**src/rtl/deint_sched_pkg.sv**
```systemverilog
// Shared definitions for the deinterleaver symbol scheduler.
// State encoding, carriers per symbol and per-rate output strobe counts.
// No logic; imported by deint_sched and deint_sched_cnt.
package deint_sched_pkg;

  // Scheduler state encoding
  localparam logic [1:0] ST_IDLE  = 2'd0;
  localparam logic [1:0] ST_FILL  = 2'd1;
  localparam logic [1:0] ST_DRAIN = 2'd2;
  localparam logic [1:0] ST_GAP   = 2'd3;

  // Data carriers per OFDM symbol
  localparam logic [5:0] N_SD_LEGACY = 6'd48;
  localparam logic [5:0] N_SD_HT     = 6'd52;

  // Deinterleaver output strobes per symbol. The deinterleaver emits two
  // coded bits per strobe, so this is N_CBPS/2. Reserved bits [6:4] set,
  // legacy codes 0-7 and HT MCS above 7 are unknown and return 0.
  function automatic logic [7:0] OUT_PER_SYM(input logic [7:0] rate);
    logic [7:0] n;
    n = 8'd0;
    if (rate[6:4] == 3'b000) begin
      if (rate[7]) begin
        case (rate[3:0])
          4'd0:             n = 8'd26;
          4'd1, 4'd2:       n = 8'd52;
          4'd3, 4'd4:       n = 8'd104;
          4'd5, 4'd6, 4'd7: n = 8'd156;
          default:          n = 8'd0;
        endcase
      end else begin
        case (rate[3:0])
          4'hB, 4'hF: n = 8'd24;
          4'hA, 4'hE: n = 8'd48;
          4'h9, 4'hD: n = 8'd96;
          4'h8, 4'hC: n = 8'd144;
          default:    n = 8'd0;
        endcase
      end
    end
    return n;
  endfunction

endpackage

```
**src/rtl/deint_sched_cnt.sv**
```systemverilog
// Compare counter: counts inc pulses, flags the pulse that reaches target.
// Latency: hit is combinational with inc; count self-clears on hit.
// Backpressure: none; clr has priority over inc and suppresses hit.
module deint_sched_cnt
  import deint_sched_pkg::*;
#(
  parameter int W = 8
) (
  input  logic         clock,
  input  logic         reset,
  input  logic         clr,
  input  logic         inc,
  input  logic [W-1:0] target,
  output logic         hit
);

  logic [W-1:0] count;
  logic [W-1:0] count_inc;

  assign count_inc = count + W'(1);
  // A target of 0 never hits because count_inc is never 0 before wrap.
  assign hit = inc & ~clr & (count_inc == target);

  // Count up, restart on clear or when the target is reached
  always_ff @(posedge clock or negedge reset) begin
    if (!reset) begin
      count <= '0;
    end else if (clr || hit) begin
      count <= '0;
    end else if (inc) begin
      count <= count_inc;
    end
  end

endmodule

```
**src/rtl/deint_sched.sv**
```systemverilog
// Symbol scheduler between demapper and deinterleaver (optional stats: DEINT_SCHED_STATS_EN).
// Latency: sym_done/pkt_done registered, one cycle after the final out strobe.
// Backpressure: up_ready only in FILL; strobes while not ready are dropped and flagged.
module deint_sched
  import deint_sched_pkg::*;
#(
  parameter int NSYM_W        = 16,
  parameter int DRAIN_TIMEOUT = 512,
  parameter int GAP_CYCLES    = 2
) (
  input  logic              clock,
  input  logic              reset,
  input  logic              start,
  input  logic              abort,
  input  logic [7:0]        rate,
  input  logic [NSYM_W-1:0] num_sym,
  input  logic              up_strobe,
  output logic              up_ready,
  output logic              deint_in_strobe,
  input  logic              deint_out_strobe,
  output logic              deint_enable,
  output logic              deint_reset,
  output logic [7:0]        deint_rate,
  output logic              sym_done,
  output logic [NSYM_W-1:0] sym_cnt,
  output logic              pkt_done,
  output logic              busy,
  output logic              overrun,
`ifdef DEINT_SCHED_STATS_EN
  output logic              timeout,
  output logic [15:0]       stat_drops,
  output logic [15:0]       stat_pkts
`else
  output logic              timeout
`endif
);

  localparam int GAP_W = (GAP_CYCLES > 1) ? $clog2(GAP_CYCLES) : 1;
  localparam int TMO_W = $clog2(DRAIN_TIMEOUT + 1);
  localparam logic [GAP_W-1:0] GAP_LAST   = GAP_W'(GAP_CYCLES - 1);
  localparam logic [TMO_W-1:0] TMO_TARGET = TMO_W'(DRAIN_TIMEOUT);

  logic [1:0]        state;
  logic [1:0]        state_nxt;
  logic [7:0]        rate_q;
  logic [NSYM_W-1:0] num_sym_q;
  logic [GAP_W-1:0]  gap_cnt;
  logic              init_gap;

  logic [5:0]        n_sd;
  logic [7:0]        out_per_sym;
  logic              car_hit;
  logic              out_hit;
  logic              idle_hit;

  logic              abort_ev;
  logic              start_ev;
  logic              start_pkt;
  logic              start_empty;
  logic              sym_ev;
  logic              last_sym;
  logic              tmo_ev;
  logic              bad_rate;
  logic              drop;

  assign n_sd        = rate_q[7] ? N_SD_HT : N_SD_LEGACY;
  assign out_per_sym = OUT_PER_SYM(rate_q);

  assign up_ready        = (state == ST_FILL);
  assign deint_in_strobe = up_strobe & up_ready;
  assign deint_enable    = (state == ST_FILL) || (state == ST_DRAIN);
  assign deint_reset     = (state == ST_GAP);
  assign deint_rate      = rate_q;
  // The power-on gap is housekeeping, not a packet, so it does not count as busy.
  assign busy            = (state != ST_IDLE) && !init_gap;

  // Abort overrides every other event in the same cycle.
  assign abort_ev    = abort && (state != ST_IDLE);
  assign start_ev    = start && (state == ST_IDLE);
  assign start_pkt   = start_ev && (num_sym != '0);
  assign start_empty = start_ev && (num_sym == '0);
  assign sym_ev      = !abort_ev && (state == ST_DRAIN) && out_hit;
  assign last_sym    = sym_ev && ((sym_cnt + NSYM_W'(1)) == num_sym_q);
  assign tmo_ev      = !abort_ev && (state == ST_DRAIN) && idle_hit;
  // An unknown rate would drain forever; treat it as an immediate timeout.
  assign bad_rate    = !abort_ev && (state == ST_FILL) && car_hit && (out_per_sym == 8'd0);
  assign drop        = up_strobe && !up_ready;

  // Carriers accepted in the current symbol
  deint_sched_cnt #(.W(6)) u_car_cnt (
    .clock  (clock),
    .reset  (reset),
    .clr    ((state != ST_FILL) || abort_ev),
    .inc    (deint_in_strobe),
    .target (n_sd),
    .hit    (car_hit)
  );

  // Deinterleaver output strobes in the current symbol; ignored outside DRAIN
  deint_sched_cnt #(.W(8)) u_out_cnt (
    .clock  (clock),
    .reset  (reset),
    .clr    ((state != ST_DRAIN) || abort_ev),
    .inc    ((state == ST_DRAIN) && deint_out_strobe),
    .target (out_per_sym),
    .hit    (out_hit)
  );

  // Consecutive DRAIN cycles without an output strobe
  deint_sched_cnt #(.W(TMO_W)) u_idle_cnt (
    .clock  (clock),
    .reset  (reset),
    .clr    ((state != ST_DRAIN) || deint_out_strobe || abort_ev),
    .inc    ((state == ST_DRAIN) && !deint_out_strobe),
    .target (TMO_TARGET),
    .hit    (idle_hit)
  );

  // Next-state selection
  always_comb begin
    state_nxt = state;
    case (state)
      ST_IDLE:  if (start_pkt) state_nxt = ST_FILL;
      ST_FILL:  if (car_hit) state_nxt = bad_rate ? ST_GAP : ST_DRAIN;
      ST_DRAIN: begin
        if (sym_ev)      state_nxt = last_sym ? ST_GAP : ST_FILL;
        else if (tmo_ev) state_nxt = ST_GAP;
      end
      ST_GAP:   if (gap_cnt == GAP_LAST) state_nxt = ST_IDLE;
      default:  state_nxt = ST_GAP;
    endcase
    if (abort_ev) state_nxt = ST_GAP;
  end

  // State register and gap timer; an abort inside GAP restarts the gap
  always_ff @(posedge clock or negedge reset) begin
    if (!reset) begin
      state    <= ST_GAP;
      gap_cnt  <= '0;
      init_gap <= 1'b1;
    end else begin
      state <= state_nxt;
      if ((state != ST_GAP) || (state_nxt != ST_GAP) || abort_ev) gap_cnt <= '0;
      else                                                       gap_cnt <= gap_cnt + GAP_W'(1);
      if (state == ST_IDLE) init_gap <= 1'b0;
    end
  end

  // Packet parameters latched on start, held until the next accepted start
  always_ff @(posedge clock or negedge reset) begin
    if (!reset) begin
      rate_q    <= 8'd0;
      num_sym_q <= '0;
    end else if (start_pkt) begin
      rate_q    <= rate;
      num_sym_q <= num_sym;
    end
  end

  // Completion pulses, symbol count and sticky error flags
  always_ff @(posedge clock or negedge reset) begin
    if (!reset) begin
      sym_done <= 1'b0;
      pkt_done <= 1'b0;
      sym_cnt  <= '0;
      overrun  <= 1'b0;
      timeout  <= 1'b0;
    end else begin
      sym_done <= sym_ev;
      pkt_done <= last_sym || start_empty;
      if (start_pkt)   sym_cnt <= '0;
      else if (sym_ev) sym_cnt <= sym_cnt + NSYM_W'(1);
      if (start_pkt) overrun <= 1'b0;
      else if (drop && ((state == ST_FILL) || (state == ST_DRAIN))) overrun <= 1'b1;
      if (start_pkt) timeout <= 1'b0;
      else if (tmo_ev || bad_rate) timeout <= 1'b1;
    end
  end

`ifdef DEINT_SCHED_STATS_EN
  // Drop and packet statistics, cleared only by reset
  always_ff @(posedge clock or negedge reset) begin
    if (!reset) begin
      stat_drops <= 16'd0;
      stat_pkts  <= 16'd0;
    end else begin
      if (drop && (stat_drops != 16'hFFFF)) stat_drops <= stat_drops + 16'd1;
      if (last_sym || start_empty)          stat_pkts  <= stat_pkts + 16'd1;
    end
  end
`endif

endmodule

```
**config.mk**
```make
export PLATFORM = sky130hd
export DESIGN_NAME = deint_sched
export DESIGN_NICKNAME = d
export VERILOG_FILES = /design/src/rtl/deint_sched_pkg.sv /design/src/rtl/deint_sched_cnt.sv /design/src/rtl/deint_sched.sv
export SDC_FILE = /design/constraint.sdc
export NUM_CORES = 1
export LEC_CHECK = 0
export ABC_AREA = 1
export CORE_UTILIZATION = 55
export CTS_CLUSTER_SIZE = 20
export DETAILED_ROUTE_END_ITERATION = 8
export PLACE_DENSITY = 0.82
export SLEW_MARGIN = 20
export SYNTH_ARGS = -nofsm -noshare
export SYNTH_HDL_FRONTEND = slang
export SYNTH_SLANG_ARGS = --single-unit
```
**constraint.sdc**
```tcl
create_clock -name clock -period 6.1 [get_ports clock]
set_clock_uncertainty 0.05 [all_clocks]
set_input_delay 0.915 -clock clock [delete_from_list [all_inputs] [get_ports clock]]
set_output_delay 0.915 -clock clock [all_outputs]
set_load 0.02 [all_outputs]
```
==> impl_results.md <==
- Outcome: complete, no violations
- Initial antenna violation count: 0
- Post-synth top area share: between 30% and 40%
- Mapped cell area: about 4600 um^2
- CP required: 6.33 ns
- Fmax achieved: between 200 and 300 MHz
- Hold_buf cts: 0
- Fraction of layout cells with a size suffix above 1: 9.244%
- Final Net Count: 754
- Power Total: between 2 and 2.5 mW
- H-tree depth: 3
- Fin Setup TNS: 0 ns
- CP max FO: 44
- Fin. Hold Viols: 0
- Filler Cell Count: 694
- Cts bufs inserted: 9
- Clock Pin Slew Worst Setup and Hold Paths: approximately 0.08 ns
- First-pass GRT wire length: ~19 mm
- Post-route worst setup slack: 2.681 ns
- Initial Utilization: 56.66%
- Die area: about 8800 um^2
- ANT cells: 0
- Avg Cell Area, Syn: 7.204 um^2
- WP data arrival: 3.65 ns
- R2R depth: 7
- GPL Wtd Cong: about 0.89
- DR WL/cell: 14.26 um
- Syn-to-layout area delta: 20.29%
- Min cycle time layout: about 3.4 ns
- Hold_sp: init_gap
- Core region area: 8175 um^2
- Via/cell ratio: 5.453
- Worst Max-Slew Pin Slew: approximately 0.95 ns
- Maxcap violations: 0
- Yosys warnings: 0
- # DRC: 0
- FF+latch count, synth: 72
- IO buf count: 62
- Worst setup SP type: primary input
- Iter 0 DRT Violations: 246
- PostCTS Resize Cnt: 0
- Max-slew headroom: 36.97%
- Max Root-Sink Buffers: 2
- Root buffer cell: clkbuf_8
- Worst slack, placed: 2.340 ns
- Min-Delay Path Depth: 2
- Final period utilization: 56.05%
- R2R setup slack: 3.32 ns
- LEAKAGE: 2.571 nW
- Hold_ws: 0.3930 ns
- Die H: 93.77 um
- Cell Pwr Density: between 300 and 400 nW/um^2
- RR Endpoint: sym_cnt[3]
- CTS tree: yes
- Via count: 4466
- Hpwl dp: 8.696 mm
- Row cnt: 33
- Worst reg2reg startpoint: state[0]
- Largest net degree at the start of global routing: 73
- Hold Crit Endpoint: init_gap
- Final setup fails: 0
- Dominant cells by area after synthesis: dfrtp_1 (37%), nand2_1 (16%), nand3_1 (7.0%)
- DR pass1 iterations: 5
- Die X: 93.77 um
- Final ANT Viol Nets: 0
- Gr usage total: between 20% and 30%
- Boundary Pins: 63
- Worst-skew pair later-pin latency: 0.36 ns
- Slew Viols, Final: 0
- Vias in the first global route: roughly 4200
- Peak supply drop: 0.0002343 V
- Synthesized Nets: 688
- Register area share after synthesis: between 30% and 40%
- # clock sinks: 72
- Post-CTS setup buffers: 0
- Post-synthesis cell count: 643
- Cell count after placement: 803
- Synth area leader: dfrtp_1
- Crit path kind: primary input to register
- Setup crit start: num_sym[5]
- CP endpoint kind: register
- Total wire length: 11.68 mm
- Final non-filler cell total: 819
- Remaining global-route overflow: 0
- Worst min path class: register to register
- Synth unique cells: 36
- RSZ-0062 raised after global routing: false
==> area by class of cell <==
type	count	area [um^2]	area share (%)
tap	105	131.4	2.358
clock buffer	11	151.4	2.717
timing repair buffer	63	623.1	11.18
inverter	85	319.1	5.726
sequential	72	1805	32.41
multi-input combinational	478	2462	44.19
clock inverter	5	78.83	1.415
==> layer usage <==
metal | vias up | share of wire (%) | GRT usage (%)
met5 | - | 0 | 0
met4 | 0 | 2.3 | 10.77
met3 | 23 | 4.2 | 4.045
met2 | 109 | 50 | 48.05
met1 | 2122 | 43 | 34.87
li1 | 2212 | - | -
==> worst max-delay path, stage by stage <==
cell	delay [ns]
clkdlybuf4s50_1	0.43
nor4_1	0.51
nand4_1	0.19
nand3_1	0.53
inv_2	0.48
nor2_4	0.25
inv_2	0.15
o21ai_0	0.18
==> cells in the mapped netlist, drive strengths merged <==
cell type  number
nand2         202
inv            84
nor2           72
dfrtp          69
nand3          69
o21ai          37
ha             15
nand4          15
o22ai          15
a21oi          12
xor2           11
nand3b          7
clkbuf          6
a211oi          4
nor4            4
or2             4
dfstp           3
nor3            3
xnor2           3
buf             2
nor3b           2
a31oi           1
clkinv          1
o21a            1
o31ai           1
==> cell usage in the layout, fill, tap and decap left out, types with 6 or more instances in the layout <==
master and n:
a21oi_1 10, clkbuf_8 11, clkdlybuf4s50_1 61, dfrtp_1 69, ha_1 15, inv_1 77, inv_2 7, nand2_1 193
nand2_2 9, nand3_1 65, nand3b_1 6, nand4_1 14, nor2_1 62, o21ai_0 30, o21ai_1 7, o22ai_1 9
o22ai_2 6, xor2_1 11
==> cells by family (layout without fill, tap and decap cells) <==
family          count (synthesis)  count (layout)  share of synthesized area, %
fa+ha+maj                      15              15                         4.052
compound gates                 71              71                         9.400
xor+xnor                       14              14                         2.647
buf+inv                        93             164                         7.861
flops                          72              72                         38.98
simple gates                  378             378                         37.06
==> through the flow <==
step / util, % / area (um^2)
finish: 68.15 / 5572
global route: 68.15 / 5572
CTS: 68.15 / 5572
floorplan: - / 4632
detailed placement: 65.34 / 5341
global placement: 65.34 / 5341
==> where the power goes <==
group	internal, mW	switching, mW
clock network	0.252	0.188
registers	0.615	0.147
logic	0.411	0.609
==> worst max path at each step <==
stage	cells past startpoint	to	slack, ns
floorplan	14	gap_cnt	3.70
global placement	8	sym_cnt[13]	2.48
detailed placement	8	sym_cnt[5]	2.34
CTS	8	sym_cnt[5]	2.72
global route	8	sym_cnt[7]	2.41
finish	8	sym_cnt[5]	2.68
==> registers in the layout, summed over array words and instances (netlist names), 2 cells and up <==
signal	count
state	2
u_idle_cnt.count	10
u_car_cnt.count	6
u_out_cnt.count	8
deint_rate	8
num_sym_q	16
sym_cnt	16
No activity file was read; power rests on OpenSTA's default activity.
